[src/rtl/dfcnq_pipe.sv]
`default_nettype none
// ============================================================================
// Module   : dfcnq_pipe
// Purpose  : Parametrised elastic pipeline register with asynchronous clear,
//            per-stage valid bits, valid/ready backpressure with bubble
//            collapsing, synchronous flush and a registered occupancy count.
// Ports    : CP    - clock, rising edge
//            CDN   - asynchronous active-low clear
//            D/DV  - upstream data / valid
//            DR    - ready to upstream (combinational)
//            Q/QV  - registered output data / valid (last stage)
//            QR    - downstream ready
//            FLUSH - synchronous discard of all stage contents
//            CNT   - number of valid stages (registered)
// Revision : 1.0 - initial release
// ============================================================================
module dfcnq_pipe #(
    parameter int WIDTH = 8,
    parameter int DEPTH = 3,
    parameter int CNTW  = $clog2(DEPTH + 1)
) (
    input  logic             CP,
    input  logic             CDN,
    input  logic [WIDTH-1:0] D,
    input  logic             DV,
    output logic             DR,
    output logic [WIDTH-1:0] Q,
    output logic             QV,
    input  logic             QR,
    input  logic             FLUSH,
    output logic [CNTW-1:0]  CNT
);

    logic [WIDTH-1:0] data [DEPTH];
    logic [WIDTH-1:0] src  [DEPTH];
    logic [DEPTH-1:0] v;
    logic [DEPTH-1:0] mv;
    logic [DEPTH-1:0] ld;
    logic [CNTW-1:0]  cnt;
    logic             accept;
    logic             deliver;

    // Move chain runs from the output back to the input: a stage may move
    // when the stage ahead is empty or is itself moving. This is what
    // collapses bubbles while still sustaining one word per cycle.
    always_comb begin
        mv            = '0;
        mv[DEPTH-1]   = v[DEPTH-1] & QR;
        for (int i = DEPTH - 2; i >= 0; i--) begin
            mv[i] = v[i] & (~v[i+1] | mv[i+1]);
        end
    end

    assign DR      = ~FLUSH & (~v[0] | mv[0]);
    assign accept  = DV & DR;
    assign deliver = v[DEPTH-1] & QR;

    // Per-stage load enable and upstream source selection.
    for (genvar i = 0; i < DEPTH; i++) begin : g_stage
        if (i == 0) begin : g_head
            assign ld[i]  = accept;
            assign src[i] = D;
        end else begin : g_body
            assign ld[i]  = mv[i-1];
            assign src[i] = data[i-1];
        end
    end

    // Data registers are enabled only on a load, so empty shifts and flushes
    // leave them untouched; only the valid bits carry occupancy.
    always_ff @(posedge CP or negedge CDN) begin
        if (!CDN) begin
            for (int i = 0; i < DEPTH; i++) begin
                data[i] <= '0;
            end
            v <= '0;
        end else if (FLUSH) begin
            v <= '0;
        end else begin
            for (int i = 0; i < DEPTH; i++) begin
                if (ld[i]) begin
                    data[i] <= src[i];
                    v[i]    <= 1'b1;
                end else if (mv[i]) begin
                    v[i]    <= 1'b0;
                end
            end
        end
    end

    // Occupancy tracks accepts minus deliveries; a flush drops everything
    // even though the delivery in that cycle is still considered complete.
    always_ff @(posedge CP or negedge CDN) begin
        if (!CDN) begin
            cnt <= '0;
        end else if (FLUSH) begin
            cnt <= '0;
        end else begin
            case ({accept, deliver})
                2'b10:   cnt <= cnt + CNTW'(1);
                2'b01:   cnt <= cnt - CNTW'(1);
                default: cnt <= cnt;
            endcase
        end
    end

    assign Q   = data[DEPTH-1];
    assign QV  = v[DEPTH-1];
    assign CNT = cnt;

`ifndef SYNTHESIS
    // An unknown valid while the pipe is ready would corrupt occupancy.
    a_dv_known : assert property (@(posedge CP) disable iff (!CDN)
        DR |-> !$isunknown(DV));
`endif

endmodule
`default_nettype wire

[config.mk]
export PLATFORM = sky130hd
export DESIGN_NAME = dfcnq_pipe
export DESIGN_NICKNAME = d
export VERILOG_FILES = /design/src/rtl/dfcnq_pipe.sv
export SDC_FILE = /design/constraint.sdc
export NUM_CORES = 1
export LEC_CHECK = 0
export ABC_AREA = 1
export CAP_MARGIN = 40
export CORE_ASPECT_RATIO = 0.6
export CORE_UTILIZATION = 49
export CTS_CLUSTER_DIAMETER = 200
export DETAILED_ROUTE_END_ITERATION = 8
export PLACE_DENSITY = 0.86
export SKIP_CTS_REPAIR_TIMING = 1
export SYNTH_ARGS = -nofsm -noshare
export SYNTH_HDL_FRONTEND = slang
export SYNTH_SLANG_ARGS = --single-unit
[constraint.sdc]
create_clock -name CP -period 1.65 [get_ports CP]
set_input_delay 0.2475 -clock CP [delete_from_list [all_inputs] [get_ports CP]]
set_output_delay 0.2475 -clock CP [all_outputs]
set_load 0.02 [all_outputs]
==> results.ini, run 1 <==
[status]
status=finished, final reports clean

[pwr]
finalPower_w=0.00196
ir_worst_vdd_mv=0.569
power_density_mw_per_mm2=1240
p_leak_nw=0.784

[timing]
slew_headroom=0.764
finalHoldViolCount=0
period_minus_slack_ns=1.55
slew_viol_final=0
fmax_mhz=646
min_period_over_period=0.939
finalSetupViolations=0
worstMarginPinSlew_ns=0.354
rsz0062_at_grt=no
skew_ns=0.00155

[setup_path]
slowest_delay_ns=0.63
crit_start=v[2]
r2r_start=v[2]
worstPathCellList=clkdlybuf4s50_1
cp.buffers_inverters=1
cp.arrival_ns=1.30
path_delay_family=buffers and inverters
crit_path_max_fanout=4
startpoint_type=register
r2r_slack_ns=0.38
required_ns=1.40
crit_type=reg -> out
crit_slowest_cell=clkdlybuf4s50_1
critPathCaptureType=primary output

[global_routing]
grt_first_pass_wirelength_um=3460
grt_start_max_net_pins=30
antenna_found_initial=0
gr-total-overflow=0
grt_usage=0.193
grt_pass1_vias=750

[clocking]
cts_tree=yes
clk_path_buf_depth=2
clock-root-buffer=clkbuf_8
numCtsBuffers=5
cts.sinks=29
clkTransAtPathRegs_ns=0.05
cts-htree-levels=2
clkLatencyLatePin_ns=0.27

[finish]
drive_above_1_share=0.185
area_growth_pct=28.3
layout.cells.non_filler=176
nets=159
diodes=0

[logic_synthesis]
async_flop_share=1.00
syn-num-nets=131
synth_ff_type=dfrtp_1
yosys-top-cells-area=dfrtp_1, mux2_2, buf_4
yosysSeqAreaShare=0.588
yosysTopAreaCell=dfrtp_1
synth_edf_count=0
yosysUniqueCellTypes=18
yosys_warnings=0
synth.avg_cell_area_sq_um=10.5
ys_ff_latch=29
synth_top_area_share=0.588
synth.most_common_cell=dfrtp_1
ys_top_cells_by_count=dfrtp_1, inv_1, nand2_1
syn_area_sq_mm=0.00123
syn-instance-count=118

[drt]
drt-pass1-iter-count=4
routed_wl_um=2160
final_antenna_net_count=0
wire_per_inst_um=12.3
drt_iter0_drc=35
vias=844
route.detailed.drc=0
viasPerCell=4.80

[run]
max_cap_violations=0

[hold_path]
timing.hold.worst.class=in -> async

[floorplan]
initial_utilization=0.542
core_area_sq_mm=0.00228
fp-row-count=13
fp.dieW_um=66.8
die-height_um=40.9
pin_count=25
dieArea_sq_mm=0.00273

[placed_design]
gp_congestion=0.673
dp_cells=169
numPortBuffers=24
dp_hpwl_um=1620

==> path summary, 6_finish.rpt <==
path,to,cells after the start
worst max-delay path,QV,1
worst min-delay path,data[14],2
worst max register to register,data[20],6
worst min register to register,data[9],2
max in group asynchronous,Q[4],2
min in group CP,data[9],2
==> routing by layer <==
layer	share of wire	GRT usage
met1	0.47	0.240
met2	0.47	0.308
met3	0.055	0.0917
met4	0.0093	0.0479
met5	0	0
==> sequential cells by signal, indices dropped and copies added (netlist names) <==
| name | cells |
|---|---|
| data | 16 |
| Q | 8 |
| v | 3 |
| CNT | 2 |
==> layout by cell type (no fill, tap or decap), drive strengths merged <==
master,count
clkdlybuf4s50,23
dlymetal6s2s,1
nor2,10
nand2,16
o21ai,8
o31ai,1
a21oi,10
o211ai,1
inv,16
nand4,3
dfrtp,29
xnor2,1
mux2,8
buf,7
nand3,5
clkbuf,7
==> stage by stage <==
stage	cell area [sq um]	utilization	TNS, ns	worst slack, ns	hold slack [ns]
floorplan	1230	-	0	0.342	-0.0481
global placement	1500	0.657	-0.167	-0.167	0.464
detailed placement	1500	0.657	-0.332	-0.201	0.478
CTS	1580	0.695	-0.203	-0.203	0.360
global route	1580	0.696	0	0.0277	0.371
finish	1580	0.696	0	0.101	0.352
==> cell type report <==
cell class              instances  area [sq um]
well taps                      30          37.5
inverters                      16          60.1
clock buffers                   7          86.3
repair buffers                 31           308
flip-flops and latches         29           726
fillers                       165           693
multi-input cells              63           367
==> cells by family (layout without fill, tap and decap cells) <==
group / after synthesis / in the layout / synth area share
AO/OA/AOI/OAI: 20 / 20 / 0.0922
AND/OR/NAND/NOR: 34 / 34 / 0.125
buffers and inverters: 26 / 54 / 0.115
XOR/XNOR: 1 / 1 / 0.00709
flip-flops: 29 / 29 / 0.588
multiplexers: 8 / 8 / 0.0730
==> where the power goes <==
part / switching (W) / leakage (nW) / internal (W) / total, W
combinational: 0.000232 / 0.390 / 0.000247 / 0.000479
clock: 0.000230 / 0.0443 / 0.000329 / 0.000560
sequential: 0.0000707 / 0.350 / 0.000851 / 0.000921
total: 0.000533 / 0.784 / 0.00143 / 0.00196
Note: power is estimated with default switching activity, not from simulation.
==> run 2: changes to the inputs <==
--- a/config.mk
+++ b/config.mk
@@ -7,7 +7,6 @@
 export LEC_CHECK = 0
 export ABC_AREA = 1
 export CAP_MARGIN = 40
-export CORE_ASPECT_RATIO = 0.6
 export CORE_UTILIZATION = 49
 export CTS_CLUSTER_DIAMETER = 200
 export DETAILED_ROUTE_END_ITERATION = 8
==> run 2 against run 1 <==
Compared with the run above:
- global-route usage decreased by 2.4 points
- register-to-register slack better by 0.02 ns
- via count up 2.3%
- hold slack worse by 0.047 ns
- final cell count decreased by 0.57%
- clock skew rose by 0.0059 ns
- first-iteration DRC count decreased by 60%
- sequential share of layout area grew 0.48 points
==> results.ini, run 2 (synthesized netlist as in run 1, its figures left out) <==
[status]
status=finished, final reports clean

[clocking]
clkLatencyLatePin_ns=0.32  ; +0.05 ns
cts.sinks=29  ; unchanged
numCtsBuffers=5  ; unchanged
clk_path_buf_depth=2  ; unchanged
cts_tree=yes
clkTransAtPathRegs_ns=0.09  ; +0.04 ns
cts-htree-levels=2  ; unchanged
clock-root-buffer=clkbuf_4

[setup_path]
crit_slowest_cell=clkdlybuf4s50_1
cp.buffers_inverters=1  ; unchanged
cp-endpoint=CNT[0]
required_ns=1.40  ; about the same
path_delay_family=buffers and inverters
cp.depth=1  ; unchanged
critPathCaptureType=primary output
worstPathCellList=clkdlybuf4s50_1
crit_path_max_fanout=4  ; unchanged
crit_type=reg -> out
slowest_delay_ns=0.63  ; about the same
r2r-end=data[21]
r2r_start=v[2]
r2r_cells=6  ; unchanged
crit_start=CNT[0]
r2r_slack_ns=0.40  ; +0.02 ns
cp.arrival_ns=1.35  ; +0.05 ns
startpoint_type=register

[timing]
slew_viol_final=0  ; unchanged
finalSetupViolations=0  ; unchanged
period_minus_slack_ns=1.60  ; +0.0467 ns
fmax_mhz=627  ; -2.9%
slew_headroom=0.761  ; -0.00325
skew_ns=0.00748  ; +0.00593 ns
holdWs_ns=0.305  ; -0.0469 ns
rsz0062_at_grt=no
finalHoldViolCount=0  ; unchanged
worstMarginPinSlew_ns=0.359  ; +0.00488 ns
min_period_over_period=0.967  ; +0.0283
setup_tns_ns=0  ; unchanged

[floorplan]
core_area_sq_mm=0.00230  ; +0.88%
fp.dieW_um=52.2  ; -22%
fp-row-count=17  ; +4
initial_utilization=0.538  ; -0.00473
dieArea_sq_mm=0.00272  ; -0.24%
pin_count=25  ; unchanged
die-height_um=52.2  ; +28%

[pwr]
power_density_mw_per_mm2=1190  ; -3.8%
p_leak_nw=0.798  ; +1.8%
ir_worst_vdd_mv=0.862  ; +52%
finalPower_w=0.00187  ; -4.8%

[finish]
area_growth_pct=27.0
largest_reg_flops=16  ; unchanged
drive_above_1_share=0.197  ; +0.0123
nets=159  ; unchanged
diodes=0  ; unchanged
layout.cells.non_filler=175  ; -0.57%
final_cell_mix=dfrtp_1, clkdlybuf4s50_1, inv_1, nand2_1
mostFrequentLayoutCell=dfrtp_1
fin_util=0.682  ; -0.0131
top_register=data

[drt]
vias=863  ; +2.3%
viasPerCell=4.93  ; +2.8%
wire_per_inst_um=11.8  ; -4.1%
route.detailed.drc=0  ; unchanged
final_antenna_net_count=0  ; unchanged
routed_wl_um=2060  ; -4.6%
drt_iter0_drc=14  ; -60%
drt-pass1-iter-count=4  ; unchanged

[hold_path]
timing.hold.worst.class=in -> async

[placed_design]
gp_congestion=0.802  ; +19%
numPortBuffers=24  ; unchanged
dp_cells=167  ; -1.2%
dp_hpwl_um=1590  ; -1.7%

[global_routing]
grt_pass1_vias=756  ; +0.80%
antenna_found_initial=0  ; unchanged
grt_start_max_net_pins=30  ; unchanged
grt_first_pass_wirelength_um=3260  ; -6.0%
gr-total-overflow=0  ; unchanged
grt_usage=0.169  ; -0.0240

[run]
max_cap_violations=0  ; unchanged

[run 2: cell count changes in the layout (fill, tap and decap cells not counted), sizes merged]
cell / before / now
clkinv: 0 / 1
clkdlybuf4s50: 23 / 22
dlymetal6s2s: 1 / 2
[run 2: where the power goes]
| part | leakage, nW | switching, W | internal, W |
|---|---|---|---|
| registers | 0.350 | 0.0000676 | 0.000848 |
| logic | 0.407 | 0.000226 | 0.000247 |
| clock network | 0.0413 | 0.000230 | 0.000247 |
| total | 0.798 | 0.000524 | 0.00134 |
[run 2: worst min path at each step]
stage	cells after the start	slack, ns	end	startpoint
floorplan	0	-0.05	CNT[0]	CDN
global placement	2	0.46	Q[0]	Q[0]
detailed placement	2	0.47	Q[0]	Q[0]
CTS	2	0.31	data[9]	CDN
global route	2	0.33	Q[6]	CDN
finish	2	0.31	Q[2]	CDN
[run 2: metal layers]
layer / GRT usage / vias to the layer above / routed length [um]
met5: 0 / - / 0
li1: - / 427 / -
met4: 0.0965 / 0 / 27
met3: 0.0435 / 6 / 75
met2: 0.259 / 23 / 1050
met1: 0.216 / 407 / 912
[run 2: layout make-up]
type	count	area (sq um)
Sequential cell	29	726
Inverter	16	60.1
Clock buffer	7	65.1
Timing Repair Buffer	31	310
Clock inverter	1	5.00
Tap cell	28	35.0
Multi-Input combinational cell	63	367
Fill cell	180	729
[run 2: per-stage QoR]
stage          cell area [sq um]  setup slack, ns
3_5_place_dp                1490           -0.221
3_3_place_gp                1490           -0.165
5_1_grt                     1570         0.000568
2_1_floorplan               1230            0.342
6_report                    1570           0.0547
4_1_cts                     1560           -0.226
